**config.mk**
```make
export PLATFORM = sky130hd
export DESIGN_NAME = dmem_arbiter
export DESIGN_NICKNAME = d
export VERILOG_FILES = /design/src/rtl/dmem_arbiter_pkg.sv /design/src/rtl/dmem_arbiter_rr_arbiter2.sv /design/src/rtl/dmem_arbiter.sv
export SDC_FILE = /design/constraint.sdc
export NUM_CORES = 1
export LEC_CHECK = 0
export CORE_MARGIN = 4
export CORE_UTILIZATION = 30
export DETAILED_ROUTE_END_ITERATION = 10
export GPL_TIMING_DRIVEN = 0
export PLACE_DENSITY = 0.71
export RECOVER_POWER = 25
export SETUP_SLACK_MARGIN = 0.2
export SYNTH_ARGS = -nofsm -noshare
export SYNTH_HDL_FRONTEND = slang
export SYNTH_HIERARCHICAL = 1
export SYNTH_SLANG_ARGS = --single-unit
```
**constraint.sdc**
```tcl
create_clock -name clk -period 6.6 [get_ports clk]
set_input_delay 0.99 -clock clk [delete_from_list [all_inputs] [get_ports clk]]
set_output_delay 0.99 -clock clk [all_outputs]
set_load 0.01 [all_outputs]
```
**src/rtl/dmem_arbiter_pkg.sv**
```systemverilog
// Shared types and constants for the two-port data-memory arbiter.
package dmem_arbiter_pkg;

  typedef enum logic {
    StIdle,
    StAccess
  } state_e;

  localparam logic PortCpu = 1'b0;
  localparam logic PortDma = 1'b1;

  localparam int unsigned SizeData = 32;

  function automatic logic is_aligned(input logic [1:0] byte_off);
    return byte_off == 2'b00;
  endfunction

endpackage

```
**src/rtl/dmem_arbiter_rr_arbiter2.sv**
```systemverilog
// Two-requester round-robin picker: combinational grant, registered priority pointer.
module dmem_arbiter_rr_arbiter2 (
  input  logic       clk,
  input  logic       rst,
  input  logic [1:0] req_i,
  input  logic       update_i,
  output logic       gnt_o,
  output logic       valid_o
);

  // ptr_q names the port that wins a tie.
  logic ptr_q, ptr_d;

  always_comb begin
    valid_o = |req_i;
    unique case (req_i)
      2'b01:   gnt_o = 1'b0;
      2'b10:   gnt_o = 1'b1;
      2'b11:   gnt_o = ptr_q;
      default: gnt_o = 1'b0;
    endcase
    ptr_d = (update_i && valid_o) ? ~gnt_o : ptr_q;
  end

  always_ff @(posedge clk or posedge rst) begin
    if (rst) begin
      ptr_q <= 1'b0;
    end else begin
      ptr_q <= ptr_d;
    end
  end

endmodule

```
**src/rtl/dmem_arbiter.sv**
```systemverilog
// Shares a single-ported data memory between the CPU LSU (port 0) and a DMA/loader (port 1).
module dmem_arbiter #(
  parameter int unsigned DATA_W    = dmem_arbiter_pkg::SizeData,
  parameter int unsigned ADDR_BITS = 5
) (
  input  logic              clk,
  input  logic              rst,
  input  logic              req0,
  input  logic              req1,
  input  logic [DATA_W-1:0] addr0,
  input  logic [DATA_W-1:0] addr1,
  input  logic [DATA_W-1:0] wdata0,
  input  logic [DATA_W-1:0] wdata1,
  input  logic              we0,
  input  logic              we1,
  output logic              ack0,
  output logic              ack1,
  output logic [DATA_W-1:0] rdata0,
  output logic [DATA_W-1:0] rdata1,
  output logic              err0,
  output logic              err1,
  output logic [DATA_W-1:0] mem_access_addr,
  output logic [DATA_W-1:0] mem_in,
  output logic              mem_write_en,
  output logic              mem_read_en,
  input  logic [DATA_W-1:0] mem_out
);
  import dmem_arbiter_pkg::*;

  // The memory wraps on its own; the word index must still fit in the address bus.
  if (ADDR_BITS + 2 > DATA_W) begin : g_bad_addr_bits
    $error("ADDR_BITS does not fit in DATA_W");
  end

  state_e            state_q;
  logic              grant_q;
  logic              ack0_q, ack1_q, err0_q, err1_q;
  logic [DATA_W-1:0] rdata0_q, rdata1_q;

  logic [DATA_W-1:0] addr_g, wdata_g;
  logic              we_g, aligned, in_access;
  logic [1:0]        eligible;
  logic              arb_gnt, arb_valid, arb_update;

  // A port is masked during its own ack cycle so a held req is not double-served.
  assign eligible   = {req1 & ~ack1_q, req0 & ~ack0_q};
  assign arb_update = (state_q == StIdle);

  dmem_arbiter_rr_arbiter2 u_rr (
    .clk      (clk),
    .rst      (rst),
    .req_i    (eligible),
    .update_i (arb_update),
    .gnt_o    (arb_gnt),
    .valid_o  (arb_valid)
  );

  always_comb begin
    addr_g    = (grant_q == PortDma) ? addr1  : addr0;
    wdata_g   = (grant_q == PortDma) ? wdata1 : wdata0;
    we_g      = (grant_q == PortDma) ? we1    : we0;
    aligned   = is_aligned(addr_g[1:0]);
    in_access = (state_q == StAccess);

    mem_access_addr = in_access ? addr_g  : '0;
    mem_in          = in_access ? wdata_g : '0;
    mem_write_en    = in_access &&  we_g && aligned;
    mem_read_en     = in_access && !we_g && aligned;
  end

  always_ff @(posedge clk or posedge rst) begin
    if (rst) begin
      state_q  <= StIdle;
      grant_q  <= PortCpu;
      ack0_q   <= 1'b0;
      ack1_q   <= 1'b0;
      err0_q   <= 1'b0;
      err1_q   <= 1'b0;
      rdata0_q <= '0;
      rdata1_q <= '0;
    end else begin
      ack0_q <= 1'b0;
      ack1_q <= 1'b0;
      err0_q <= 1'b0;
      err1_q <= 1'b0;
      unique case (state_q)
        StIdle: begin
          if (arb_valid) begin
            grant_q <= arb_gnt;
            state_q <= StAccess;
          end
        end
        StAccess: begin
          if (grant_q == PortCpu) begin
            ack0_q <= 1'b1;
            err0_q <= ~aligned;
            if (!we_g) rdata0_q <= aligned ? mem_out : '0;
          end else begin
            ack1_q <= 1'b1;
            err1_q <= ~aligned;
            if (!we_g) rdata1_q <= aligned ? mem_out : '0;
          end
          state_q <= StIdle;
        end
        default: state_q <= StIdle;
      endcase
    end
  end

  assign ack0   = ack0_q;
  assign ack1   = ack1_q;
  assign err0   = err0_q;
  assign err1   = err1_q;
  assign rdata0 = rdata0_q;
  assign rdata1 = rdata1_q;

endmodule

```
==> Yosys cells after proc, flatten, opt, wreduce, memory -nomap -nowiden <==
Index checks and enable logic that the tools add are counted.
W data, S select, Z words.
{ "classes": {"n_eq_ne": 2, "muxes": 17, "n_bitwise": 9, "reduce_logical": 11} }
{ "ops": {"columns": ["op", "count"], "rows": [
  ["$mux W32", 5],
  ["$mux W1", 10],
  ["$not A1 Y1", 7],
  ["$reduce_and A3 Y1", 2],
  ["$logic_and A1 B1 Y1", 5],
  ["$eq A2 B2 Y1 const B", 2],
  ["$pmux W1 S2", 2],
  ["$and A1 B1 Y1", 2],
  ["$logic_not A2 Y1", 1],
  ["$reduce_and A2 Y1", 1],
  ["$reduce_or A2 Y1", 1],
  ["$logic_not A1 Y1", 1]
]} }
{ "word_totals": {"register_bits": 71, "input_bits": 166, "output_inout_bits": 134, "wordCells": 48} }

==> Logic depth before layout (Yosys ltp) <==
Gate-level depths: netlist of run 1.
{ "logic_depth": {"depth_word": 5, "mapped_depth": 4, "ltp_nobuf": 4} }

==> Hierarchy <==
The synthesis of run 1 kept the hierarchy.
{ "by_module_without_submodules": {"columns": ["mod", "n_inst", "cells_per_inst", "area_each_um2", "seq_area_each_um2"], "rows": [
  ["dmem_arbiter", 1, 382, 4152.7, 1751.7],
  ["dmem_arbiter_rr_arbiter2", 1, 7, 57.6, 25.0]
]} }

==> Worst setup path after synthesis of run 1 <==
Ideal clock, no wire load.
{ "synth_path": {"path_kind": "input port to output port", "start": "input port addr1[1]", "end": "output port mem_write_en", "t_arrival_ns": 1.859, "slack_ns": 3.751, "path_stages": 3, "n_path_buf": 1, "path_cell_list": "buf_2 -> or4bb_1 -> a21oi_1"} }
{ "synth_via": {"elab_chain_cells": 3} }
{ "synth_rtl": {"columns": ["item", "line", "source"], "rows": [
  ["from (decl)", "dmem_arbiter.sv:11", "input logic [DATA_W-1:0] addr1,"],
  ["$mux W32", "dmem_arbiter.sv:59", "addr_g = (grant_q == PortDma) ? addr1 : addr0;"],
  ["$logic_not A2 Y1", "dmem_arbiter_pkg.sv:15", "return byte_off == 2'b00;"],
  ["$logic_and A1 B1 Y1", "dmem_arbiter.sv:67", "mem_write_en = in_access && we_g && aligned;"],
  ["to (decl)", "dmem_arbiter.sv:24", "output logic mem_write_en,"]
]} }
Every way passes these cells.

==> Worst setup path after layout of run 1 <==
{ "layout_path": {"start": "input port we1", "end": "output port mem_read_en"} }
{ "layout_via": {"elab_chain_cells": 4} }
{ "layout_rtl": {"columns": ["item", "line", "source"], "rows": [
  ["from (decl)", "dmem_arbiter.sv:15", "input logic we1,"],
  ["$mux W1", "dmem_arbiter.sv:61", "we_g = (grant_q == PortDma) ? we1 : we0;"],
  ["$logic_not A1 Y1", null, null],
  ["$logic_and A1 B1 Y1 (2 in a row)", "dmem_arbiter.sv:68", "mem_read_en = in_access && !we_g && aligned;"],
  ["to (decl)", "dmem_arbiter.sv:25", "output logic mem_read_en,"]
]} }
Every way passes these cells.

==> impl_metrics.env, run 1 <==
export IMPL_status="finished with violations"
export IMPL_failed_checks="capacitance limit, slew limit"
export IMPL_grt_overflow_total=0
export IMPL_crit_arrival_ns=3.16
export IMPL_dr_wl_met2_um=8580
export IMPL_final_util_pct=55.3
export IMPL_io_pins=300
export IMPL_worst_slew_pin_slew_ns=3.14
export IMPL_r2r_cells=4
export IMPL_cap_violations=1
export IMPL_die_w_um=126
export IMPL_antenna_found_initial=0
export IMPL_yosys_cell_types_count=25
export IMPL_fillers=1193
export IMPL_regArea_um2=1780
export IMPL_peakVddDrop_mv=0.233
export IMPL_routed_wl_met3_um=1010
export IMPL_nNetsFinal=861
export IMPL_antenna_left=0
export IMPL_gp_congestion=0.928
export IMPL_fp_row_count=43
export IMPL_final_area_um2=7650
export IMPL_hold_viol=0
export IMPL_relSlewSlack_pct=-111
export IMPL_cp_num_cells=6
export IMPL_crit_slowest_cell="clkdlybuf4s50_1"
export IMPL_fin_crit_ns=4.15
export IMPL_cp_max_fo=10
export IMPL_tns_ns=0
export IMPL_cts_tree="yes"
export IMPL_synth_area_leaders="dfrtp_1 (42%), mux2_2 (17%), mux2i_1 (15%), nor3b_1 (11%), nor2_1 (5.9%)"
export IMPL_areaGrowthSynthToFinish_pct=81.7
export IMPL_met1_length_um=7100
export IMPL_setup_viol=0
export IMPL_crit_start="we1"
export IMPL_max_stage_delay_ns=0.56
export IMPL_post_drt_wl_per_cell_um=19.5
export IMPL_drive_gt1_share_pct=13.7
export IMPL_clockBufferDepth=2
export IMPL_initialDrtViolationCount=139
export IMPL_worst_slack_ns=2.45
export IMPL_initial_core_util_pct=30.4
export IMPL_critPathRequiredTime_ns=5.61
export IMPL_cts_clk_slew_worst_paths_ns=0.06
export IMPL_rsz0062_at_grt="no"
export IMPL_fin_crit_sh_pct=63.0
export IMPL_ys_warn_count=6
export IMPL_postCtsHoldBufs=0
export IMPL_post_place_cells=864
export IMPL_finalWirelength_um=17100
export IMPL_seq_area_frac_synth_pct=42.2
export IMPL_drv_slew=71
export IMPL_placedInstanceArea_um2=7390
export IMPL_yosysTopAreaCell="dfrtp_1"
export IMPL_postCtsSetupBuffers=0
export IMPL_portBuffers=295
export IMPL_cts_made_buffers=9
export IMPL_leakagePower_nw=3.18
export IMPL_syn_inst=389
export IMPL_hold_ws_ns=0.490
export IMPL_cp_start_kind="input pin"
export IMPL_insertion_delay_ns=0.32
export IMPL_hold_class="reg -> reg"
export IMPL_routed_via_density=4.73
export IMPL_cts_root_buffer="clkbuf_16"
export IMPL_endpoint_kind="output pin"
export IMPL_cts_repair_resized=0
export IMPL_synth_area_per_cell_um2=10.8
export IMPL_crit_path_end="mem_read_en"
export IMPL_ys_ff_latch=71
export IMPL_p_per_area_nw_per_um2=373
export IMPL_fin_skew_ns=0.00747
export IMPL_r2r_start="grant_q"
export IMPL_grt_total_usage_pct=20.6
export IMPL_finalPower_mw=2.85
export IMPL_maxClockFrequency_ghz=0.241
export IMPL_synth_top_area_share_pct=42.2
export IMPL_syn_cell_area_um2=4210
export IMPL_cp_top_family="buffers and inverters"
export IMPL_cts_sink_count=71
export IMPL_r2r_end="err1"
export IMPL_dp_slack_ns=2.70
export IMPL_first_global_vias=4459
export IMPL_via_count=4157
export IMPL_drc=0
export IMPL_die_h_um=126
export IMPL_worst_setup_path_type="in -> out"
export IMPL_multiInputGateArea_um2=2230
export IMPL_crit_path_cell_trace="dlygate4sd3_1 > and3b_1 > clkbuf_1 > buf_2 > o221a_2 > clkdlybuf4s50_1"
export IMPL_cts_htree_levels=3
export IMPL_core_um2=13800
export IMPL_synth_nets=555
export IMPL_grt_first_pass_wirelength_um=26000
export IMPL_instances_no_fill=879
export IMPL_die_area_um2=16000
export IMPL_grt_max_degree=71
export IMPL_worstPathBufferInverterCount=4
export IMPL_num_antenna_cells=0
export IMPL_reg2reg_slack_ns=4.74
export IMPL_highest_layer="met4"
export IMPL_drtPass1Iterations=4
export IMPL_dpl_hpwl_um=13900
[state kept, by name (all words and copies together), names as in the netlist]
name and count:
rdata0 32, rdata1 32, ack0 1, ack1 1
err0 1, err1 1, grant_q 1, in_access 1
u_rr/ptr_q 1
[placed cells by master (no fill, tap or decap), types with 2 or more instances in the layout]
master	synthesis	final
clkbuf_1	19	23
mux2_2	63	63
dlygate4sd3_1	0	3
clkdlybuf4s50_1	0	292
clkbuf_16	0	9
mux2_1	2	2
buf_6	3	3
a21oi_1	2	2
clkinv_2	0	3
mux2i_1	64	64
inv_1	3	3
buf_2	16	13
nor3b_1	64	64
nor2b_1	3	3
dfrtp_1	71	71
nor2_1	66	66
[cell usage after synthesis (all sizes together)]
master	n
a21boi	1
a21oi	2
a31oi	1
and2	1
and3b	1
buf	19
clkbuf	19
dfrtp	71
inv	4
mux2	65
mux2i	64
nor2	66
nor2b	3
nor3	1
nor3b	65
o21a	1
o21ai	1
o221a	1
or2	1
or4b	1
or4bb	1
[where the power goes]
group | leakage (nW) | switching [mW] | internal (mW)
Sequential | 0.951 | 0.106 | 0.629
Combinational | 2.10 | 0.720 | 0.967
Clock | 0.131 | 0.172 | 0.260
Total | 3.18 | 0.998 | 1.86
[worst min-delay path by stage]
stage,startpoint,to,slack [ns],depth (start not counted)
final,rdata0[20],rdata0[20],0.49,1
after floorplan,u_rr/ptr_q,u_rr/ptr_q,0.45,1
after global routing,u_rr/ptr_q,u_rr/ptr_q,0.51,1
after global placement,u_rr/ptr_q,u_rr/ptr_q,0.47,1
after detailed placement,u_rr/ptr_q,u_rr/ptr_q,0.48,1
after CTS,u_rr/ptr_q,u_rr/ptr_q,0.49,1
[layout make-up]
| cell class | instances | share of cell area (%) |
|---|---|---|
| plain buffers | 38 | 2.37 |
| well taps | 180 | 2.94 |
| inverters | 4 | 0.213 |
| clock inverters | 4 | 0.294 |
| multi-input cells | 276 | 29.2 |
| repair buffers | 295 | 38.6 |
| clock buffers | 11 | 3.17 |
| flip-flops and latches | 71 | 23.2 |
[kinds of logic after synthesis]
group | Yosys count | synth area share, %
compound gates | 7 | 1.13
buf+inv | 42 | 4.75
flops | 71 | 42.2
mux | 129 | 32.6
simple gates | 140 | 19.3
[worst reg2reg max path: cells and delay by family, from the launching register on]
kind / cells / cell delay (ns)
buffers and inverters: 2 / 1.09
DFF: 1 / 0.34
and+or+nand+nor: 1 / 0.25
AOI/OAI and AO/OA: 1 / 0.12
[metal layers]
layer  vias up  track usage (%)
met1      1996             26.1
met3        31             4.76
met5         -                0
li1       1962                -
met4         0             6.06
met2       168             35.2
(Power assumes the default switching activity.)
==> run 2, diff against run 1 <==
PLACE_DENSITY = 0.74   (was 0.71)
clock period = 3.7 ns   (was 6.6 ns; I/O delays follow)
==> run 2 against run 1 <==
The flow now finishes without violations. First-iteration DRC count is 16% lower. Power is 79% higher. Clock skew is 0.0026 ns lower. Largest cell class unchanged. Largest power group unchanged. Highest routed layer is now met5.
==> impl_metrics.env, run 2 (synthesized netlist as in run 1, its figures left out) <==
export IMPL_status="completed"
export IMPL_drtPass1Iterations=4
export IMPL_fp_row_count=43
export IMPL_grt_overflow_total=0
export IMPL_cp_start_kind="input pin"
export IMPL_cts_tree="yes"
export IMPL_worst_slew_pin_slew_ns=1.43
export IMPL_dpl_hpwl_um=13700
export IMPL_cpMostUsedCell="clkdlybuf4s50_1"
export IMPL_die_h_um=126
export IMPL_insertion_delay_ns=0.33
export IMPL_cp_max_fo=10
export IMPL_finalWirelength_um=17000
export IMPL_tns_ns=0
export IMPL_fin_skew_ns=0.00484
export IMPL_post_drt_wl_per_cell_um=19.3
export IMPL_clockBufferDepth=2
export IMPL_via_count=4169
export IMPL_postCtsSetupBuffers=0
export IMPL_portBuffers=295
export IMPL_leakagePower_nw=3.19
export IMPL_endpoint_kind="output pin"
export IMPL_r2r_start="in_access"
export IMPL_reg2reg_slack_ns=1.97
export IMPL_cts_repair_resized=0
export IMPL_relSlewSlack_pct=4.34
export IMPL_die_w_um=126
export IMPL_num_antenna_cells=0
export IMPL_finalPower_mw=5.10
export IMPL_fin_crit_sh_pct=86.2
export IMPL_drv_slew=0
export IMPL_cts_made_buffers=9
export IMPL_hold_viol=0
export IMPL_peakVddDrop_mv=0.313
export IMPL_grt_total_usage_pct=20.4
export IMPL_fin_crit_ns=3.19
export IMPL_cts_root_buffer="clkbuf_16"
export IMPL_final_cell_mix="clkdlybuf4s50_1 (293), dfrtp_1 (71), nor2_1 (66)"
export IMPL_initial_core_util_pct=30.4
export IMPL_routed_via_density=4.75
export IMPL_drc=0
export IMPL_die_area_um2=16000
export IMPL_crit_arrival_ns=2.63
export IMPL_post_place_cells=864
export IMPL_p_per_area_nw_per_um2=666
export IMPL_maxClockFrequency_ghz=0.313
export IMPL_min_from="u_rr/ptr_q"
export IMPL_worstPathBufferInverterCount=4
export IMPL_layout_commonest_cell="clkdlybuf4s50_1"
export IMPL_critPathRequiredTime_ns=3.14
export IMPL_drive_gt1_share_pct=13.6
export IMPL_hold_class="reg -> reg"
export IMPL_cap_violations=0
export IMPL_fillers=1233
export IMPL_cts_htree_levels=3
export IMPL_rsz0062_at_grt="no"
export IMPL_antenna_left=0
export IMPL_instances_no_fill=878
export IMPL_first_global_vias=4534
export IMPL_nNetsFinal=861
export IMPL_worst_setup_path_type="in -> out"
export IMPL_grt_max_degree=71
export IMPL_postCtsHoldBufs=0
export IMPL_cts_clk_slew_worst_paths_ns=0.05
export IMPL_gp_congestion=0.891
export IMPL_grt_first_pass_wirelength_um=25700
export IMPL_antenna_found_initial=1
export IMPL_crit_path_cell_trace="clkdlybuf4s50_1 > and3b_1 > clkbuf_1 > buf_2 > o221a_2 > clkdlybuf4s50_1"
export IMPL_initialDrtViolationCount=117
export IMPL_crit_start="we1"
export IMPL_cts_sink_count=71
export IMPL_setup_viol=0
export IMPL_areaGrowthSynthToFinish_pct=81.7
export IMPL_crit_slowest_cell="clkdlybuf4s50_1"
export IMPL_cp_top_family="buffers and inverters"
export IMPL_core_um2=13800
export IMPL_max_stage_delay_ns=0.57
export IMPL_io_pins=300
-- run 2: cell count changes in the layout (fill, tap and decap cells not counted), sizes merged --
cell           previous run  this run
buf                      16        17
clkinvlp                  2         0
inv                       3         4
dlygate4sd3               3         2
clkdlybuf4s50           292       293
clkinv                    3         1
clkbuf                   33        34
-- run 2: where the power goes --
group	switching [mW]	internal [mW]	leakage (nW)
combinational	1.28	1.73	2.11
sequential	0.194	1.12	0.951
clock	0.293	0.482	0.132
-- run 2: per-stage QoR --
stage / hold slack (ns) / utilization, % / worst slack (ns) / instance area (um^2)
2_1_floorplan: 0.284 / - / 1.38 / 4210
3_3_place_gp: 0.469 / 53.4 / 0.148 / 7390
3_5_place_dp: 0.482 / 53.5 / 0.659 / 7390
4_1_cts: 0.443 / 55.4 / 0.638 / 7660
5_1_grt: 0.514 / 55.3 / 0.382 / 7650
6_report: 0.489 / 55.3 / 0.510 / 7650
-- run 2: path summary, 6_finish.rpt --
| path | to | cells past startpoint |
|---|---|---|
| min in group asynchronous | u_rr/ptr_q | 2 |
| max in group asynchronous | rdata1[23] | 2 |
| worst max register to register | rdata1[8] | 4 |
| worst min-delay path | u_rr/ptr_q | 1 |
| worst max-delay path | mem_read_en | 6 |
| worst min register to register | u_rr/ptr_q | 1 |
-- run 2: worst register-to-register path: cells and delay by family (launching register included) --
family | cells | cell delay [ns]
mux | 1 | 0.37
buf+inv | 2 | 0.62
simple gates | 1 | 0.19
flops | 1 | 0.44
-- run 2: final cells by class --
class | count | area, um^2 | area share, %
multi-input combinational | 276 | 2230 | 29.2
clock buffer | 13 | 260 | 3.40
sequential | 71 | 1780 | 23.2
buffer | 38 | 183 | 2.39
clock inverter | 1 | 5.00 | 0.0654
tap | 180 | 225 | 2.94
inverter | 4 | 15.0 | 0.196
timing repair buffer | 295 | 2950 | 38.6
-- run 2: metal layers --
layer	wire length (um)	up-vias	GRT usage, %
met5	13	-	0
met1	6900	2020	24.8
met4	372	2	5.74
li1	-	1962	-
met2	8630	158	35.7
met3	1070	27	5.52
